--- config.mk ---
export PLATFORM = sky130hd
export DESIGN_NAME = mult_seq_ctrl
export DESIGN_NICKNAME = d
export VERILOG_FILES = /design/src/rtl/mult_seq_ctrl.sv
export SDC_FILE = /design/constraint.sdc
export NUM_CORES = 1
export LEC_CHECK = 0
export CAP_MARGIN = 20
export CORE_UTILIZATION = 50
export CTS_CLUSTER_DIAMETER = 40
export DETAILED_ROUTE_END_ITERATION = 10
export GPL_TIMING_DRIVEN = 0
export PLACE_DENSITY_LB_ADDON = 0.2
export SLEW_MARGIN = 30
export SYNTH_ARGS = -nofsm -noshare
export SYNTH_HDL_FRONTEND = slang
export SYNTH_SLANG_ARGS = --single-unit
export TNS_END_PERCENT = 10
--- constraint.sdc ---
create_clock -name clk -period 3.9 [get_ports clk]
set_clock_uncertainty 0.1 [all_clocks]
set_input_delay 0.39 -clock clk [delete_from_list [all_inputs] [get_ports clk]]
set_output_delay 0.39 -clock clk [all_outputs]
set_load 0.01 [all_outputs]
--- src/rtl/mult_seq_ctrl.sv ---
// Radix-4 iterative unsigned multiplier controller with valid/ready on both sides.
// Optional early termination on exhausted multiplier bits: MULT_SEQ_EARLY_TERM_EN.
module mult_seq_ctrl #(
    parameter int WIDTH = 8,
    parameter int CNT_W = $clog2(WIDTH/2) + 1
) (
    input  logic               clk,
    input  logic               rst_n,
    input  logic               in_valid,
    output logic               in_ready,
    input  logic [WIDTH-1:0]   a,
    input  logic [WIDTH-1:0]   b,
    output logic               out_valid,
    input  logic               out_ready,
    output logic [2*WIDTH-1:0] product,
    output logic               busy
);

    typedef enum logic [1:0] {
        S_IDLE,
        S_RUN,
        S_DONE
    } state_t;

    localparam logic [CNT_W-1:0] LAST_CNT = CNT_W'(WIDTH/2 - 1);

    state_t               r_state;
    state_t               w_state_nxt;
    logic [WIDTH-1:0]     r_a;
    logic [WIDTH-1:0]     r_b;
    logic [2*WIDTH-1:0]   r_acc;
    logic [CNT_W-1:0]     r_cnt;

    logic                 w_accept;
    logic                 w_last;
    logic                 w_skip;
    logic [WIDTH-1:0]     w_b_nxt;
    logic [2*WIDTH-1:0]   w_pp0;
    logic [2*WIDTH-1:0]   w_pp1;
    logic [2*WIDTH-1:0]   w_pp;
    logic [2*WIDTH-1:0]   w_add;

    // One radix-4 digit: the two partial-product rows share a single adder
    assign w_pp0   = r_b[0] ? {{WIDTH{1'b0}}, r_a} : '0;
    assign w_pp1   = r_b[1] ? {{(WIDTH-1){1'b0}}, r_a, 1'b0} : '0;
    assign w_pp    = w_pp0 + w_pp1;
    assign w_add   = w_pp << {r_cnt, 1'b0};
    assign w_b_nxt = r_b >> 2;

`ifdef MULT_SEQ_EARLY_TERM_EN
    assign w_last = (w_b_nxt == '0);
    assign w_skip = (b == '0);
`else
    assign w_last = (r_cnt == LAST_CNT);
    assign w_skip = 1'b0;
`endif

    always_ff @(posedge clk or negedge rst_n) begin
        if (!rst_n) begin
            r_state <= S_IDLE;
        end else begin
            r_state <= w_state_nxt;
        end
    end

    always_comb begin
        w_state_nxt = r_state;
        w_accept    = 1'b0;
        in_ready    = 1'b0;
        out_valid   = 1'b0;
        unique case (r_state)
            S_IDLE: begin
                in_ready = 1'b1;
                if (in_valid) begin
                    w_accept    = 1'b1;
                    w_state_nxt = w_skip ? S_DONE : S_RUN;
                end
            end
            S_RUN: begin
                if (w_last) begin
                    w_state_nxt = S_DONE;
                end
            end
            S_DONE: begin
                out_valid = 1'b1;
                if (out_ready) begin
                    w_state_nxt = S_IDLE;
                end
            end
            default: begin
                w_state_nxt = S_IDLE;
            end
        endcase
    end

    always_ff @(posedge clk or negedge rst_n) begin
        if (!rst_n) begin
            r_a   <= '0;
            r_b   <= '0;
            r_acc <= '0;
            r_cnt <= '0;
        end else if (w_accept) begin
            r_a   <= a;
            r_b   <= b;
            r_acc <= '0;
            r_cnt <= '0;
        end else if (r_state == S_RUN) begin
            r_acc <= r_acc + w_add;
            r_b   <= w_b_nxt;
            r_cnt <= r_cnt + 1'b1;
        end
    end

    assign product = r_acc;
    assign busy    = (r_state != S_IDLE);

endmodule
==> results.txt, run 1 <==
For the worst setup path, the data required time is 3.98 ns. The run gives 0.878 as the weighted congestion at the end of routability-driven global placement. Leaving out fill and tap cells, the most frequent cells in the layout are nand2_1 (72), clkdlybuf4s50_1 (37), dfrtp_1 (35), o21ai_0 (24), nor2_1 (22).

In the final layout, the multi-input gates occupy 2040 um2. The count of cells along the worst register-to-register path was 19; the cell count after placement was 472. The arrival time at the worst endpoint came out at 4.09 ns. The worst setup path is captured at a flop. The overall global routing resource usage was 26.1%. 0 antenna diodes ended up in the layout. The register bit count reported by yosys is 37, and the TritonCTS buffer count is 5. The first detailed-routing pass ran for 4 iterations. For this block, the routed nets add up to 7680 um of wire. The tools report the cell area after technology mapping as 2880 um2. The cell area power density was 935 nW/um2.

For the number of antenna violations at the first check in global routing, the log shows 0. The flow ran to the end, but the final reports show violations. The checks that failed: negative setup slack.

The per-cell routed wire length was 15.5 um. The global-route congestion overflow total was 0; the layout filler cell count was 468. The tools report the starting density of the core as 52.0%. The pin count of the biggest net entering global routing is 29. The min-delay analysis places its worst path in the category flop to flop. Timing would allow up to 249 MHz.

The worst-case IR drop observed on VDD is 605 uV. Final hold violation count: 0. The logs give 46 for the count of different cell masters after synthesis and 470 for the final net count. The deepest level of the CTS H-tree was 2; the area of the placeable core was 5540 um2. The logs give 37 for the number of clock sinks seen by CTS and 0 for the number of nets still failing antenna checks after routing. From left edge to right edge, the die measures 77.9 um. The tools report the count of max-cap constraint violations as 0.

For the final instance area, the log shows 3800 um2. The tools report the placed instance area as 3370 um2. Via count of the first global-routing pass: 2594. The most critical setup path has its endpoint at product[15]$_DFFE_PN0P_. Row generation in the floorplan step produced 27 rows. Summing over every cut layer, the via total after detailed routing is 2835. STA classifies the critical path startpoint as a flop.

The first global-routing pass estimated 12400 um of wire. The die outline height was 77.9 um; the flip-flop and latch area was 928 um2. Summed over all failing endpoints, the final setup total negative slack is -0.169 ns. Relative to the synthesized area, the layout overhead comes to 32.0%.

The minimum hold slack came out at 0.389 ns. The tools report the die area as 6070 um2. Pin placement for this block handled 39 I/O pins. The cell count after synthesis came out at 361. Commonest non-fill, non-tap cell in the layout: nand2_1. Cells fill 68.6% of the core in the end. OpenSTA, run right after detailed placement, puts the worst setup slack at -0.599 ns.

The number of max-slew violations in the final report was 0; the slew of the pin with the lowest slew margin was 0.761 ns. Measured against its own limit, the worst slew margin works out to 49.1%. The tools report the number of DRC violations after detailed routing as 0. A synthesized cell averages 7.98 um2.

The buffer type at the clock tree root was clkbuf_8. In the synthesized netlist the dominant register cell turns out to be dfrtp_1. The count of buffers added on input and output ports is 38. The category of the critical setup timing path is flop to flop.

The number of nets in the synthesized netlist is 407. The fraction of layout instances using a drive strength above 1 is 14.6%. The static leakage power was 1.73 nW. After detailed routing, the number of vias per cell comes to 5.70. The fraction of synthesis flops using an asynchronous set or reset pin was 100%. The final cell count without fillers is 497, and the total power of the final layout is 3.55 mW. TritonCTS built the clock tree. In this run the worst path has a maximum fanout of 5. For this block, the initial DRC count from the detailed router was 260.

Detailed placement finished with a half-perimeter wire length of 5330 um. Launching point of the worst reg2reg path: r_b[0]$_DFFE_PN0P_. Tracing the worst setup path back leads to its startpoint at r_b[0]$_DFFE_PN0P_. The endpoint identified for the worst register-to-register timing path is product[15]$_DFFE_PN0P_.

The number of warnings issued by yosys was 0; the share of the yosys chip area belonging to registers was 32.2%. Of the available clock period, the critical path in the final layout requires 103%. Setup repair after global routing could not meet its margin everywhere.

Clock-pin slew was measured on the worst setup and hold paths at 0.08 ns. The setup slack of the most critical reg-to-reg path was -0.11 ns; the instance count along the most critical hold path was 2. The number of enable-type register cells in the synthesized netlist is 0, and the maximum count of clock buffers along a single path is 2.

The run gives 3 as the final-report setup violation count. The later pin in the worst-skew pair is clocked with a latency of 0.29 ns. The post-layout worst setup margin is -0.113 ns, and the minimum clock period is 4.01 ns.
==> flip-flops by register name (all words and copies together) (netlist names) <==
signal,cells
r_a,8
r_state,2
r_b,8
product,16
r_cnt,3
==> cells by family after synthesis <==
logic type	synth area share [%]
buffers and inverters	3.69
XOR/XNOR	5.17
AO/OA/AOI/OAI	23.7
flip-flops	32.2
adder cells (fa/ha/maj)	11.8
multiplexers	1.04
AND/OR/NAND/NOR	22.4
==> Yosys cell counts, types with 2 or more instances <==
cell	number	area, um2
a211oi_1	3	22.5
clkbuf_1	13	48.8
a31o_2	2	17.5
inv_1	11	41.3
o21bai_1	4	30.0
mux2i_1	3	30.0
a31oi_1	5	31.3
a22o_1	3	26.3
nand2b_1	5	31.3
buf_1	2	7.51
o211ai_1	5	37.5
a21o_1	10	75.1
nand3_1	11	55.1
o31ai_1	2	15.0
o21ai_0	31	155
and2_1	16	100
and4_1	2	17.5
a21oi_1	16	80.1
dfrtp_1	37	926
ha_1	24	300
nor2b_1	2	12.5
xor2_1	10	87.6
nor3_1	8	40.0
fa_1	2	40.0
o31a_1	2	17.5
o22ai_1	4	25.0
o21a_1	4	30.0
or3_1	2	12.5
a22oi_1	6	45.0
xnor2_1	7	61.3
nor2_1	22	82.6
nand2_1	73	274
==> critical path: stages (launching register included) <==
cell	delay, ns
dfrtp_1	0.39
clkbuf_8	0.16
and2_4	0.14
ha_4	0.12
inv_2	0.04
fa_2	0.36
nand2b_4	0.18
a2111oi_4	0.38
a311oi_4	0.10
o22ai_2	0.26
a21oi_2	0.11
a31oi_4	0.23
ha_4	0.16
a21oi_1	0.06
o21a_1	0.20
a21boi_1	0.13
o21bai_1	0.18
a311o_1	0.31
a31oi_1	0.19
mux2i_1	0.10
==> report_power, final <==
part           total (mW)  internal, mW  switching [mW]  leakage [nW]
combinational        2.54          1.13            1.42          1.21
clock               0.293         0.143           0.150        0.0512
sequential          0.715         0.566           0.149         0.467
total                3.55          1.84            1.72          1.73
==> cell type report <==
| type | instances | share of cell area (%) |
|---|---|---|
| plain buffers | 16 | 1.88 |
| repair buffers | 56 | 13.8 |
| inverters | 12 | 1.18 |
| clock buffers | 6 | 2.17 |
| multi-input cells | 296 | 53.8 |
| clock inverters | 2 | 0.362 |
| well taps | 72 | 2.37 |
| flip-flops and latches | 37 | 24.4 |
==> repair_timing <==
action,CTS,global route
endpoints found under the setup margin,8,8
endpoints found under the hold margin,9,0
pin swaps,27,17
resized for setup,32,15
hold buffers,1,0
cloned,1,0
buffers inserted,13,2
==> worst min path at each step <==
stage	startpoint	to	slack, ns
after global placement	r_b[4]$_DFFE_PN0P_	r_b[4]$_DFFE_PN0P_	0.36
after CTS	r_b[4]$_DFFE_PN0P_	r_b[4]$_DFFE_PN0P_	0.38
final	r_b[4]$_DFFE_PN0P_	r_b[4]$_DFFE_PN0P_	0.39
after detailed placement	rst_n	product[6]$_DFFE_PN0P_	0.19
after floorplan	rst_n	product[0]$_DFFE_PN0P_	-0.006
after global routing	r_b[5]$_DFFE_PN0P_	r_b[5]$_DFFE_PN0P_	0.41
==> routing by layer <==
layer | vias up | GRT usage, % | wire length [um]
li1 | 1396 | - | -
met1 | 1354 | 37.5 | 3670
met2 | 69 | 41.1 | 3590
met3 | 16 | 3.76 | 288
met4 | 0 | 6.60 | 131
met5 | - | 0 | 0
Power figures use the tool's default switching activity.
==> inputs of run 2 (changes only) <==
--- a/config.mk
+++ b/config.mk
@@ -5,7 +5,6 @@
 export SDC_FILE = /design/constraint.sdc
 export NUM_CORES = 1
 export LEC_CHECK = 0
-export CAP_MARGIN = 20
 export CORE_UTILIZATION = 50
 export CTS_CLUSTER_DIAMETER = 40
 export DETAILED_ROUTE_END_ITERATION = 10
==> results of run 2 <==
No change in the layout: final DEF, timing and power equal those of run 1.
==> inputs of run 3 (changes only) <==
--- a/config.mk
+++ b/config.mk
@@ -5,11 +5,13 @@
 export SDC_FILE = /design/constraint.sdc
 export NUM_CORES = 1
 export LEC_CHECK = 0
+export CAP_MARGIN = 20
 export CORE_UTILIZATION = 50
 export CTS_CLUSTER_DIAMETER = 40
 export DETAILED_ROUTE_END_ITERATION = 10
-export GPL_TIMING_DRIVEN = 0
+export GPL_TIMING_DRIVEN = 1
 export PLACE_DENSITY_LB_ADDON = 0.2
+export REMOVE_ABC_BUFFERS = 1
 export SLEW_MARGIN = 30
 export SYNTH_ARGS = -nofsm -noshare
 export SYNTH_HDL_FRONTEND = slang
==> results.txt, run 3 (synthesized netlist as in run 1, its figures left out) <==
The flip-flop count of the largest register after layout is 16 (unchanged). The tools report the starting density of the core as 52.0% (unchanged). The category of the critical setup timing path is flop to flop. Static leakage power: 1.85 nW (+7.2%). The boundary pin count came out at 39 (unchanged). The dominant cell type by count on the critical path is a21o_1. In this run the top signal layer used is met4.

The library cells used most frequently in the layout, excluding fill and tap cells, are nand2_1 (72), buf_4 (42), clkdlybuf4s50_1 (37), dfrtp_1 (37), o21ai_0 (24). The maximum net fanout on the critical path is 3 (-2). The post-detailed-route via-to-cell ratio is 5.74 (+0.69%), and the area of the placeable core is 5540 um2 (unchanged). The pin count of the biggest net entering global routing was 38 (+31%). The total power of the final layout was 4.00 mW (+13%); the clock network latency to the later pin of the worst-skew pair was 0.30 ns (about the same).

For the final-report setup violation count, the log shows 3 (unchanged). The count of antenna diodes in the layout was 0 (unchanged). TritonCTS built the clock tree.

The logs give -0.182 ns (+0.417 ns) for the worst setup slack before clock tree synthesis and 406 (-13%) for the layout filler cell count. The library cell used most frequently in the layout, excluding fill and tap cells, is nand2_1. For the final net count, the log shows 480 (+2.1%).

The weighted congestion at the end of routability-driven global placement is 0.916 (+4.3%), and the minimum clock period is 3.97 ns (-0.0388 ns). Total wirelength of the detailed-routed design: 7750 um (+0.98%). The wire length on met3 is 367 um (+27%), and the count of max-cap constraint violations is 0 (unchanged).

The number of nets still failing antenna checks after routing came out at 0 (unchanged). The post-layout worst setup margin was -0.0741 ns (+0.0388 ns); the maximum frequency from static timing analysis was 252 MHz (+0.98%). The signal on the critical path passes through and2_4 -> ha_4 -> inv_2 -> fa_2 -> nand2b_4 -> a21o_1 -> a311oi_4 -> o22ai_2 -> nor2_2 -> a211oi_2 -> ha_1 -> buf_6 -> nand3_4 -> o31ai_4 -> o21bai_2 -> a311o_1 -> a21o_1 -> mux2i_1.

The met2 wire length was 3840 um (+6.7%). The worst setup path is launched from a flop. The headroom to the max-slew limit is 40.2% (-8.9 points), and the detailed placement HPWL is 5180 um (-3.0%). The run gives 4.10 ns (about the same) as the arrival time at the worst endpoint. The die outline width was 77.9 um (unchanged). Cell area power density: 988 nW/um2 (+5.7%). Number of DRC violations after detailed routing: 0 (unchanged). For the required time of the critical path, the log shows 4.02 ns (+0.04 ns). Clock tree synthesis selected as its root buffer the cell clkbuf_8. The buffering stage count on the worst path with inverters included came out at 2 (unchanged).

The number of core rows is 27 (unchanged), and the deepest level of the CTS H-tree is 2 (unchanged). The maximum single-stage delay on the critical path was 0.39 ns (about the same); the TritonCTS buffer count was 5 (unchanged). The wire length of the first global-routing pass is 12500 um (+0.34%).

The flow ran to the end, but the final reports show violations. The overall global routing resource usage was 26.0% (-0.15 points). The run gives 0 (unchanged) as the final hold violation count. STA classifies the critical path endpoint as a flop.

The quantity of I/O buffers inserted on ports works out to 38 (unchanged). In this run the worst hold path is classified as flop to flop. The area growth from synthesis to layout is 40.8%. Total routed wire length on the met1 layer: 3430 um (-6.4%).

The count of vias placed by the detailed router was 2912 (+2.7%). The final reports fail on negative setup slack. Number of detailed-routing iterations run before antenna repair: 4 (unchanged). The run gives 2685 (+3.5%) as the via count of the first global-routing pass. The per-cell routed wire length was 15.3 um (-1.0%); the DRC violation total after the first TritonRoute iteration was 249 (-4.2%). The maximum count of clock buffers along a single path was 2 (unchanged); the register clock-pin slew on the reported worst setup and hold paths was 0.08 ns (about the same). The number of clock sinks seen by CTS came out at 37 (unchanged). Die outline height: 77.9 um (unchanged). The post-route fraction of the period consumed by the critical path was 102% (-0.99 points); the fraction of layout instances using a drive strength above 1 was 21.8% (+7.3 points). The tools report the number of max-slew violations in the final report as 0 (unchanged). The die area was 6070 um2 (unchanged). The tools report the number of antenna violations at the first check in global routing as 0 (unchanged). The cell family contributing the most delay on the critical path is compound AO/OA/AOI/OAI gates. The run gives 0 (unchanged) as the global-route congestion overflow total.

The slew of the pin with the lowest slew margin was 0.896 ns (+0.136 ns). Setup repair after global routing could not meet its margin everywhere. The worst IR drop on VDD is 771 uV (+28%).

The slowest cell on the critical path is ha_1.
## run 3: changes by cell type in the layout (fill, tap and decap cells not counted), sizes merged
cell	delta
clkinv	-2
bufinv	+2
inv	+1
clkbuf	-15
buf	+24
## run 3: per-layer routing
metal	track usage, %	vias up
met5	0	-
met4	7.55	0
met3	2.94	10
met2	43.1	91
met1	35.5	1385
li1	-	1426
## run 3: tightest hold or removal path, cell delays in order, from the launching register on
cell	delay, ns
dfrtp_1	0.35
nand2_1	0.05
nand2_1	0.05
## run 3: what timing repair did
action / CTS / global route
hold buffers: 0 / 1
endpoints found under the hold margin: 0 / 26
setup buffers: 5 / 4
pin swaps: 10 / 34
setup endpoints to repair: 6 / 6
resized for setup: 25 / 37
## run 3: final cells by class
class	count	area (um2)	area share, %
Sequential cell	37	926	22.8
Clock buffer	5	68.8	1.70
Inverter	12	45.0	1.11
Clock inverter	3	68.8	1.70
Multi-Input combinational cell	296	2140	52.7
Tap cell	72	90.1	2.22
Timing Repair Buffer	82	718	17.7
## run 3: worst paths after layout
| check | from | end | slack [ns] | cells past startpoint |
|---|---|---|---|---|
| max | r_b[0]$_DFFE_PN0P_ | product[15]$_DFFE_PN0P_ | -0.07 | 18 |
| max in group asynchronous | rst_n | r_b[3]$_DFFE_PN0P_ | 2.86 | 2 |
| min | r_b[5]$_DFFE_PN0P_ | r_b[5]$_DFFE_PN0P_ | 0.39 | 2 |
| min reg2reg | r_b[5]$_DFFE_PN0P_ | r_b[5]$_DFFE_PN0P_ | 0.39 | 2 |
| max reg2reg | r_b[0]$_DFFE_PN0P_ | product[15]$_DFFE_PN0P_ | -0.07 | 18 |
| min in group asynchronous | rst_n | product[11]$_DFFE_PN0P_ | 0.49 | 2 |
## run 3: power breakdown
group	total [mW]	switching, mW	internal, mW	leakage, nW
registers	0.719	0.155	0.564	0.470
clock network	0.416	0.158	0.258	0.0687
logic	2.87	1.51	1.36	1.32
## run 3: stage by stage
step	hold slack, ns	setup TNS, ns	cells	area (um2)	utilization, %
floorplan	-0.00559	0	345	2820	-
global placement	0.360	-0.407	489	3540	63.9
detailed placement	0.369	-0.572	489	3540	63.9
CTS	0.129	0	502	3830	69.2
global route	0.432	-0.550	507	4050	73.2
finish	0.387	-0.123	507	4050	73.2
